[src/rtl/tile_judge_n.sv]
`default_nettype none
// ---------------------------------------------------------------------------
// tile_judge_n : per-window piano-tile hit judge with saturating total/combo.
// Define WRONG_PRESS_PENALTY_EN to charge wrong presses against total/combo.
// Revision: 1.0
// ---------------------------------------------------------------------------
module tile_judge_n #(
  parameter  int LANES         = 3,
  parameter  int WINDOW_CYCLES = 1000,
  parameter  int TOTAL_W       = 8,
  parameter  int COMBO_W       = 6,
  localparam int SW            = $clog2(LANES + 1)
) (
  input  logic               div_clk,
  input  logic               rst,
  input  logic               run,
  input  logic [LANES-1:0]   btn_n,
  input  logic [LANES-1:0]   data,
  output logic [SW-1:0]      score,
  output logic [SW-1:0]      miss,
  output logic [SW-1:0]      wrong,
  output logic [TOTAL_W-1:0] total,
  output logic [COMBO_W-1:0] combo,
  output logic               window_done
);

  localparam int CNT_W = $clog2(WINDOW_CYCLES);
  localparam int SUM_W = ((TOTAL_W > SW) ? TOTAL_W : SW) + 1;
  localparam logic [CNT_W-1:0]   CNT_LAST  = CNT_W'(WINDOW_CYCLES - 1);
  localparam logic [TOTAL_W-1:0] TOTAL_MAX = {TOTAL_W{1'b1}};
  localparam logic [COMBO_W-1:0] COMBO_MAX = {COMBO_W{1'b1}};

  localparam logic [1:0] ST_LOAD  = 2'd0;
  localparam logic [1:0] ST_OPEN  = 2'd1;
  localparam logic [1:0] ST_JUDGE = 2'd2;

  logic [1:0]         state_q, state_d;
  logic [CNT_W-1:0]   cnt_q, cnt_d;
  logic [LANES-1:0]   sync1_q, sync1_d, sync2_q, sync2_d, prev_q, prev_d;
  logic [LANES-1:0]   tile_q, tile_d, hit_q, hit_d, wrong_flag_q, wrong_flag_d;
  logic [LANES-1:0]   press;
  logic [SW-1:0]      score_q, score_d, miss_q, miss_d, wrong_q, wrong_d;
  logic [TOTAL_W-1:0] total_q, total_d;
  logic [COMBO_W-1:0] combo_q, combo_d;
  logic               window_done_q, window_done_d;
  logic               load_en, open_en, judge_en;

  logic [SW-1:0]      score_n, miss_n, wrong_n;
  logic [SUM_W-1:0]   tsum;
  logic [TOTAL_W-1:0] tsat, total_n;
  logic [COMBO_W-1:0] combo_inc, combo_n;
  logic               combo_clr;

  function automatic logic [SW-1:0] popcnt(input logic [LANES-1:0] v);
    logic [SW-1:0] c;
    c = '0;
    for (int i = 0; i < LANES; i++) c = c + SW'(v[i]);
    return c;
  endfunction

  // FSM: state register
  always_ff @(posedge div_clk or negedge rst) begin
    if (!rst) state_q <= ST_LOAD;
    else      state_q <= state_d;
  end

  // FSM: next state; run=0 freezes every state
  always_comb begin
    state_d = state_q;
    if (run) begin
      case (state_q)
        ST_LOAD:  state_d = ST_OPEN;
        ST_OPEN:  if (cnt_q == CNT_LAST) state_d = ST_JUDGE;
        ST_JUDGE: state_d = ST_LOAD;
        default:  state_d = ST_LOAD;
      endcase
    end
  end

  // FSM: outputs
  always_comb begin
    load_en  = 1'b0;
    open_en  = 1'b0;
    judge_en = 1'b0;
    if (run) begin
      case (state_q)
        ST_LOAD: load_en = 1'b1;
        ST_OPEN: begin
          open_en  = 1'b1;
          judge_en = (cnt_q == CNT_LAST);
        end
        default: ;
      endcase
    end
  end

  for (genvar i = 0; i < LANES; i++) begin : g_press
    assign press[i] = prev_q[i] & ~sync2_q[i];
  end

  always_comb begin
    sync1_d      = btn_n;
    sync2_d      = sync1_q;
    prev_d       = sync2_q;
    cnt_d        = cnt_q;
    tile_d       = tile_q;
    hit_d        = hit_q;
    wrong_flag_d = wrong_flag_q;
    if (load_en) begin
      tile_d       = data;
      hit_d        = '0;
      wrong_flag_d = '0;
      cnt_d        = '0;
    end else if (open_en) begin
      if (!judge_en) cnt_d = cnt_q + CNT_W'(1);
      // A hit consumes the tile, so a repeat press on that lane is wrong
      for (int i = 0; i < LANES; i++) begin
        if (press[i]) begin
          if (tile_q[i]) begin
            hit_d[i]  = 1'b1;
            tile_d[i] = 1'b0;
          end else begin
            wrong_flag_d[i] = 1'b1;
          end
        end
      end
    end
  end

  // Judged from the _d values so a press on the last open cycle still counts
  always_comb begin
    score_n = popcnt(hit_d);
    miss_n  = popcnt(tile_d);
    wrong_n = popcnt(wrong_flag_d);
    tsum    = SUM_W'(total_q) + SUM_W'(score_n);
    tsat    = (tsum > SUM_W'(TOTAL_MAX)) ? TOTAL_MAX : tsum[TOTAL_W-1:0];
`ifdef WRONG_PRESS_PENALTY_EN
    total_n   = (SUM_W'(wrong_n) >= SUM_W'(tsat)) ? '0 : tsat - TOTAL_W'(wrong_n);
    combo_clr = (miss_n != '0) || (wrong_n != '0);
`else
    total_n   = tsat;
    combo_clr = (miss_n != '0);
`endif
    combo_inc = (combo_q == COMBO_MAX) ? combo_q : combo_q + COMBO_W'(1);
    if (combo_clr)            combo_n = '0;
    else if (score_n != '0)   combo_n = combo_inc;
    else                      combo_n = combo_q;
  end

  always_comb begin
    score_d       = score_q;
    miss_d        = miss_q;
    wrong_d       = wrong_q;
    total_d       = total_q;
    combo_d       = combo_q;
    window_done_d = judge_en;
    if (judge_en) begin
      score_d = score_n;
      miss_d  = miss_n;
      wrong_d = wrong_n;
      total_d = total_n;
      combo_d = combo_n;
    end
  end

  always_ff @(posedge div_clk or negedge rst) begin
    if (!rst) begin
      sync1_q       <= '1;
      sync2_q       <= '1;
      prev_q        <= '1;
      cnt_q         <= '0;
      tile_q        <= '0;
      hit_q         <= '0;
      wrong_flag_q  <= '0;
      score_q       <= '0;
      miss_q        <= '0;
      wrong_q       <= '0;
      total_q       <= '0;
      combo_q       <= '0;
      window_done_q <= 1'b0;
    end else begin
      sync1_q       <= sync1_d;
      sync2_q       <= sync2_d;
      prev_q        <= prev_d;
      cnt_q         <= cnt_d;
      tile_q        <= tile_d;
      hit_q         <= hit_d;
      wrong_flag_q  <= wrong_flag_d;
      score_q       <= score_d;
      miss_q        <= miss_d;
      wrong_q       <= wrong_d;
      total_q       <= total_d;
      combo_q       <= combo_d;
      window_done_q <= window_done_d;
    end
  end

  assign score       = score_q;
  assign miss        = miss_q;
  assign wrong       = wrong_q;
  assign total       = total_q;
  assign combo       = combo_q;
  assign window_done = window_done_q;

endmodule
`default_nettype wire
[config.mk]
export PLATFORM = sky130hd
export DESIGN_NAME = tile_judge_n
export DESIGN_NICKNAME = d
export VERILOG_FILES = /design/src/rtl/tile_judge_n.sv
export SDC_FILE = /design/constraint.sdc
export NUM_CORES = 1
export LEC_CHECK = 0
export BUFFER_PORTS_ARGS = -buffer_cell sky130_fd_sc_hd__buf_4
export CORE_ASPECT_RATIO = 1.1
export CORE_UTILIZATION = 60
export CTS_CLUSTER_DIAMETER = 60
export CTS_CLUSTER_SIZE = 8
export DETAILED_ROUTE_END_ITERATION = 7
export PLACE_DENSITY = 0.82
export SLEW_MARGIN = 10
export SYNTH_ARGS = -nofsm -noshare
export SYNTH_HDL_FRONTEND = slang
export SYNTH_SLANG_ARGS = --single-unit
[constraint.sdc]
create_clock -name div_clk -period 7.75 [get_ports div_clk]
set_clock_uncertainty 0.05 [all_clocks]
set_input_delay 0.3875 -clock div_clk [delete_from_list [all_inputs] [get_ports div_clk]]
set_output_delay 0.3875 -clock div_clk [all_outputs]
set_load 0.05 [all_outputs]
==> results of run 1 <==
[layer usage]
metal / global-route usage, % / vias up
met5: 0 / -
met4: 10.0 / 0
met3: 6.99 / 6
met2: 41.8 / 39
met1: 30.9 / 893
li1: - / 877
[placed cells by master (no fill, tap or decap), drive strengths merged, types with 3 or more instances in the layout]
cell type,n
nand2,45
buf,29
o21ai,10
a21oi,8
dfstp,9
a22o,5
o31ai,3
nor4,3
inv,8
nand3,10
fa,4
dfrtp,42
ha,4
nor3,11
nor2,25
nand2b,6
or4,5
clkbuf,5
mux2,7
[power breakdown]
part           leakage, nW  total [mW]  internal [mW]  switching (mW)
clock network       0.0581       0.185         0.0962          0.0892
logic                0.533      0.0782         0.0315          0.0467
registers            0.659       0.313          0.290          0.0224
total                 1.25       0.576          0.418           0.158
[sequential cells by signal (all words and copies together), names as in the netlist]
| name | cells |
|---|---|
| score | 2 |
| sync1_q | 3 |
| wrong | 2 |
| wrong_flag_q | 3 |
| state_q | 2 |
| prev_d | 3 |
| hit_q | 3 |
| combo | 6 |
| total | 8 |
| miss | 2 |
| prev_q | 3 |
| cnt_q | 10 |
| window_done | 1 |
| tile_q | 3 |
[worst paths after layout]
| check | cells after the start | endpoint | slack (ns) | startpoint |
|---|---|---|---|---|
| max | 9 | total[6]$_DFFE_PN0P_ | 3.79 | state_q[1]$_DFFE_PN0P_ |
| min | 1 | cnt_q[4]$_DFFE_PN0P_ | 0.04 | rst |
| max reg2reg | 9 | total[6]$_DFFE_PN0P_ | 3.79 | state_q[1]$_DFFE_PN0P_ |
| min reg2reg | 0 | prev_d[0]$_DFF_PN1_ | 0.31 | sync1_q[0]$_DFF_PN1_ |
| max in group asynchronous | 1 | score[0]$_DFFE_PN0P_ | 7.21 | rst |
| min in group div_clk | 1 | sync1_q[2]$_DFF_PN1_ | 0.13 | btn_n[2] |
[synth_stat cells (2+ instances only)]
| cell type | n |
|---|---|
| o21ai_0 | 10 |
| nor4_1 | 3 |
| fa_1 | 4 |
| nor3_1 | 11 |
| mux2_2 | 7 |
| ha_1 | 4 |
| a2bb2oi_1 | 2 |
| a21oi_1 | 8 |
| nand3b_1 | 2 |
| a21o_1 | 2 |
| nand4_1 | 2 |
| clkbuf_1 | 4 |
| a22o_1 | 5 |
| mux2i_1 | 2 |
| nand3_1 | 10 |
| buf_2 | 3 |
| dfstp_2 | 9 |
| inv_1 | 8 |
| xnor2_1 | 2 |
| dfrtp_1 | 42 |
| o211ai_1 | 2 |
| nand2b_1 | 6 |
| nor2_1 | 25 |
| or4_1 | 5 |
| nand2_1 | 45 |
| o31ai_1 | 3 |
[cells by family after synthesis]
logic type,Yosys count,share of synthesized area (%)
AO/OA/AOI/OAI,36,9.98
XOR/XNOR,2,0.740
adder cells (fa/ha/maj),8,5.49
buffers and inverters,16,2.85
flip-flops,51,54.4
multiplexers,9,4.17
AND/OR/NAND/NOR,114,22.4
[metrics by stage]
stage	cell area, µm²	setup slack [ns]	hold slack [ns]
finish	2720	3.79	0.0367
global route	2720	3.49	0.0841
CTS	2720	3.80	0.0579
detailed placement	2610	3.82	0.297
global placement	2610	3.96	0.295
floorplan	2370	4.65	0.0419
[cell type report]
cell class | count | share of cell area, %
Tap cell | 50 | 2.30
Sequential cell | 51 | 47.3
Multi-Input combinational cell | 169 | 37.2
Clock inverter | 3 | 1.61
Timing Repair Buffer | 29 | 7.99
Clock buffer | 5 | 2.53
Inverter | 8 | 1.10
==> flow_metrics.py, run 1 <==
metrics = {
    "outcome": {
        "status": "completed",
    },
    "global_route": {
        "grt_pass1_wl_um": 7570,
        "grt_pass1_vias": 1742,
        "grt_use_total_pct": 25.2,
        "antenna_found_initial": 0,
        "grt-ovfl-total": 0,
        "grt_start_max_net_pins": 52,
    },
    "critical_path": {
        "cpMaxStageDelayCell": "nor2_1",
        "crit_chain": "nand2b_1, nor2_1, nor2_1, fa_1, ha_1, inv_1, fa_1, nor4_1, mux2_2",
        "end_kind": "register",
        "crit_path_start_kind": "register",
        "critical_path_class": "register to register",
        "path_max_fanout": 23,
        "crit_path_max_incr_delay_ns": 0.67,
        "arrival_ns": 4.10,
        "cp_top_family": "simple AND/OR/NAND/NOR gates",
        "required_ns": 7.89,
        "worstPathBufferInverterCount": 1,
    },
    "route": {
        "met2RoutedLength_um": 2330,
        "wirelength_met1_um": 1950,
        "wl_met3_um": 155,
        "drt-wirelength-per-cell_um": 14.3,
        "routed_wl_um": 4490,
        "vias": 1815,
        "viasPerCell": 5.76,
        "antenna_left": 0,
        "first_pass_iters": 4,
        "routed.top_layer": "met4",
        "drc": 0,
        "drtIter0Drc": 162,
    },
    "clocking": {
        "cts_tree": "done",
        "clkLatencyLatePin_ns": 0.31,
        "cts_max_level": 2,
        "clk_path_buf_depth": 2,
        "ctsHoldBuffers": 0,
        "clockRootBuffer": "clkbuf_8",
        "clkTransAtPathRegs_ns": 0.09,
        "cts_setup_buffers": 0,
        "cts_buffers": 5,
        "cts.sinks": 51,
        "ctsResizeCount": 0,
    },
    "place": {
        "hpwlAfterDp_um": 3110,
        "port_buffers": 29,
        "placed_cells": 307,
        "place.gp.congestion": 0.888,
    },
    "power_and_ir_drop": {
        "finalPower_mw": 0.576,
        "p_leak_nw": 1.25,
        "irDropWorstVdd_mv": 0.170,
        "power_density_nw_per_um2": 212,
    },
    "synthesis": {
        "synth_top_area_share_pct": 44.4,
        "avgSynthCellArea_um2": 10.0,
        "syn_nets": 253,
        "yosys_warnings": 0,
        "synth_top_area_cell": "dfrtp_1",
        "async_reset_ff_share_pct": 100,
        "ys_ff_latch": 51,
        "syn-cell-area_um2": 2370,
        "ys_seq_area_share_pct": 54.4,
        "synth_flop_cell": "dfrtp_1",
        "synth_area_leaders": "dfrtp_1 (44%), dfstp_2 (10%), nand2_1 (7.1%)",
        "ys_types": 36,
        "synth_cells": 236,
        "synth-edff-count": 0,
    },
    "die": {
        "fp.dieH_um": 67.9,
        "die_area_um2": 4200,
        "start_util_pct": 63.8,
        "fp.coreArea_um2": 3710,
        "row_count": 23,
        "io_pins": 30,
        "die_x_um": 61.9,
    },
    "sta": {
        "rsz0062_at_grt": "false",
        "clock.fmax_mhz": 253,
        "finalSetupTns_ns": 0,
        "worstMarginPinSlew_ns": 0.800,
        "max_slew_margin_pct": 46.7,
        "period_minus_slack_ns": 3.96,
        "final_hold_viol_count": 0,
        "finalMaxSlewViolations": 0,
        "fin_crit_sh_pct": 51.1,
        "setup_viol": 0,
    },
    "finish": {
        "stdcell_count": 315,
        "utilization_pct": 73.4,
        "n_antenna_cell": 0,
        "seqCellArea_um2": 1290,
        "area_growth_pct": 15.0,
        "num-fill-cells": 264,
        "drive_gt1_share_pct": 20.0,
        "multiInputGateArea_um2": 1010,
        "final_nets": 281,
    },
    "worst_hold_path": {
        "worstHoldPathType": "primary input to async pin",
    },
    "run": {
        "cap_violations": 0,
    },
}
Note: power is estimated with default switching activity, not from simulation.
==> run 2, diff against run 1 <==
--- a/config.mk
+++ b/config.mk
@@ -7,11 +7,11 @@
 export LEC_CHECK = 0
 export BUFFER_PORTS_ARGS = -buffer_cell sky130_fd_sc_hd__buf_4
 export CORE_ASPECT_RATIO = 1.1
-export CORE_UTILIZATION = 60
+export CORE_UTILIZATION = 51
 export CTS_CLUSTER_DIAMETER = 60
 export CTS_CLUSTER_SIZE = 8
 export DETAILED_ROUTE_END_ITERATION = 7
-export PLACE_DENSITY = 0.82
+export PLACE_DENSITY = 0.74
 export SLEW_MARGIN = 10
 export SYNTH_ARGS = -nofsm -noshare
 export SYNTH_HDL_FRONTEND = slang
==> constraint.sdc (replaced) <==
create_clock -name div_clk -period 3.25 [get_ports div_clk]
set_clock_uncertainty 0.05 [all_clocks]
set_input_delay 0.1625 -clock div_clk [delete_from_list [all_inputs] [get_ports div_clk]]
set_output_delay 0.1625 -clock div_clk [all_outputs]
set_load 0.05 [all_outputs]
==> run 2 against run 1 <==
First-iteration DRC count decreased by 2.5%. Sequential power increased by 140%. Worst hold slack got worse by 0.011 ns. Register-to-register slack got worse by 3.6 ns. Combinational power increased by 150%. Sequential share of layout area decreased by 1.3 points. Global-route usage decreased by 5.0 points. Final cell count increased by 4.4%. Routed wire length decreased by 2.5%. Critical path depth increased by 1. Critical path type unchanged. Largest cell class unchanged. Largest power group unchanged.
==> flow_metrics.py, run 2 (same netlist as run 1, synthesis figures left out) <==
metrics = {
    "route": {
        "first_pass_iters": 4,
        "wirelength_met1_um": 2080,
        "drt-wirelength-per-cell_um": 13.3,
        "drtIter0Drc": 158,
        "routed.top_layer": "met4",
        "routed_wl_um": 4380,
        "antenna_left": 0,
        "drc": 0,
        "viasPerCell": 5.46,
        "met2RoutedLength_um": 2080,
        "vias": 1796,
        "wl_met3_um": 163,
    },
    "clocking": {
        "cts.sinks": 51,
        "clockRootBuffer": "clkbuf_8",
        "cts_buffers": 5,
        "clkLatencyLatePin_ns": 0.31,
        "cts_tree": "done",
        "cts_setup_buffers": 0,
        "clkTransAtPathRegs_ns": 0.09,
        "cts_max_level": 2,
        "clk_path_buf_depth": 2,
    },
    "critical_path": {
        "r2r_cells": 10,
        "path_max_fanout": 5,
        "startpoint": "prev_d[0]$_DFF_PN1_",
        "end_kind": "register",
        "required_ns": 3.41,
        "arrival_ns": 3.17,
        "r2r_end": "total[6]$_DFFE_PN0P_",
        "crit_path_start_kind": "register",
        "critical_path.endpoint": "total[6]$_DFFE_PN0P_",
        "reg2reg_from": "prev_d[0]$_DFF_PN1_",
        "reg2reg_slack_ns": 0.23,
        "critical_path_class": "register to register",
    },
    "finish": {
        "mostFrequentLayoutCells": "nand2_1 (45), dfrtp_1 (42), buf_4 (35)",
        "stdcell_count": 329,
        "largest_register": "cnt_q",
        "final_common_cell": "nand2_1",
        "largest_reg_flops": 10,
        "area_growth_pct": 18.4,
        "n_antenna_cell": 0,
        "final_nets": 291,
        "drive_gt1_share_pct": 22.9,
        "design_area_um2": 2800,
    },
    "sta": {
        "fin_crit_sh_pct": 92.9,
        "clock.fmax_mhz": 331,
        "period_minus_slack_ns": 3.02,
        "rsz0062_at_grt": "false",
        "setup_viol": 0,
        "finalMaxSlewViolations": 0,
        "max_slew_margin_pct": 54.0,
        "final_hold_viol_count": 0,
        "finalSetupTns_ns": 0,
        "worstMarginPinSlew_ns": 0.685,
    },
    "power_and_ir_drop": {
        "pwr-share-clk_pct": 28.2,
        "p_int_mw": 0.923,
        "power_density_nw_per_um2": 464,
        "p_leak_nw": 1.28,
        "comb_power_share_pct": 14.9,
        "sw_frac_of_total_pct": 29.0,
        "irDropWorstVdd_mv": 0.332,
        "seqPwrFrac_pct": 56.9,
        "switching_power_mw": 0.377,
    },
    "worst_hold_path": {
        "worstHoldPathType": "primary input to register",
    },
    "die": {
        "die_area_um2": 4920,
        "fp.coreArea_um2": 4380,
        "io_pins": 30,
        "row_count": 25,
        "die_x_um": 67.0,
        "fp.dieH_um": 73.5,
        "start_util_pct": 54.1,
    },
    "global_route": {
        "antenna_found_initial": 0,
        "grt_pass1_vias": 1583,
        "grt_use_total_pct": 20.1,
        "grt-ovfl-total": 0,
        "grt_pass1_wl_um": 7380,
        "grt_start_max_net_pins": 52,
    },
    "place": {
        "hpwlAfterDp_um": 3070,
        "placed_cells": 317,
        "place.gp.congestion": 0.840,
        "placed_cell_area_um2": 2660,
        "port_buffers": 29,
    },
    "outcome": {
        "status": "completed",
    },
    "run": {
        "cap_violations": 0,
    },
}
[run 2: cell count changes in the layout (fill, tap and decap cells not counted), sizes merged]
cell / delta
dlygate4sd3: +4
buf: +6
clkinvlp: +2
clkinv: -1
bufinv: -1
[run 2: worst min-delay path by stage]
stage	start	to	slack (ns)	cells past startpoint
2_1_floorplan	rst	cnt_q[0]$_DFFE_PN0P_	-0.18	0
3_3_place_gp	rst	cnt_q[9]$_DFFE_PN0P_	0.18	1
3_5_place_dp	rst	cnt_q[9]$_DFFE_PN0P_	0.18	1
4_1_cts	run	state_q[1]$_DFFE_PN0P_	0.01	2
5_1_grt	run	state_q[1]$_DFFE_PN0P_	0.02	2
6_report	run	state_q[1]$_DFFE_PN0P_	0.03	2
[run 2: worst max-delay path: stages, from the launching register on]
cell,delay (ns)
dfstp_2,0.53
nand2b_1,0.15
nor2_1,0.06
a21oi_1,0.16
nor2_1,0.09
fa_1,0.60
ha_1,0.19
inv_1,0.06
fa_2,0.38
nor4_2,0.30
mux2_2,0.36
[run 2: metrics by stage]
step           util (%)  total power, mW  worst slack (ns)  hold slack [ns]
2_1_floorplan         -            0.876             0.147           -0.183
3_3_place_gp       60.8            0.936             0.206            0.176
3_5_place_dp       60.8            0.942             0.103            0.181
4_1_cts            63.7             1.31            0.0678           0.0109
5_1_grt            64.0             1.38            0.0532           0.0180
6_report           64.0             1.30             0.231           0.0256
[run 2: what timing repair did]
| action | in CTS | in global routing |
|---|---|---|
| setup endpoints to repair | 0 | 1 |
| endpoints found under the hold margin | 45 | 0 |
| gates resized for setup | 0 | 4 |
| hold buffers | 4 | 0 |
[run 2: layout make-up]
type	count	area, µm²
multi-input combinational	169	1030
timing repair buffer	39	303
clock buffer	5	68.8
fill	365	1580
sequential	51	1290
inverter	8	30.0
tap	54	67.6
clock inverter	3	20.0
[run 2: metal layers]
metal	vias to the layer above	track usage, %
met5	-	0
met4	0	6.86
met3	5	4.66
met2	29	31.3
met1	861	27.7
li1	901	-
[run 2: power by group through the flow]
stage | Clock, mW | Combinational, mW | Sequential [mW]
global placement | 0 | 0.185 | 0.751
finish | 0.366 | 0.194 | 0.740
CTS | 0.378 | 0.195 | 0.740
detailed placement | 0 | 0.190 | 0.752
floorplan | 0 | 0.136 | 0.741
global route | 0.403 | 0.225 | 0.752
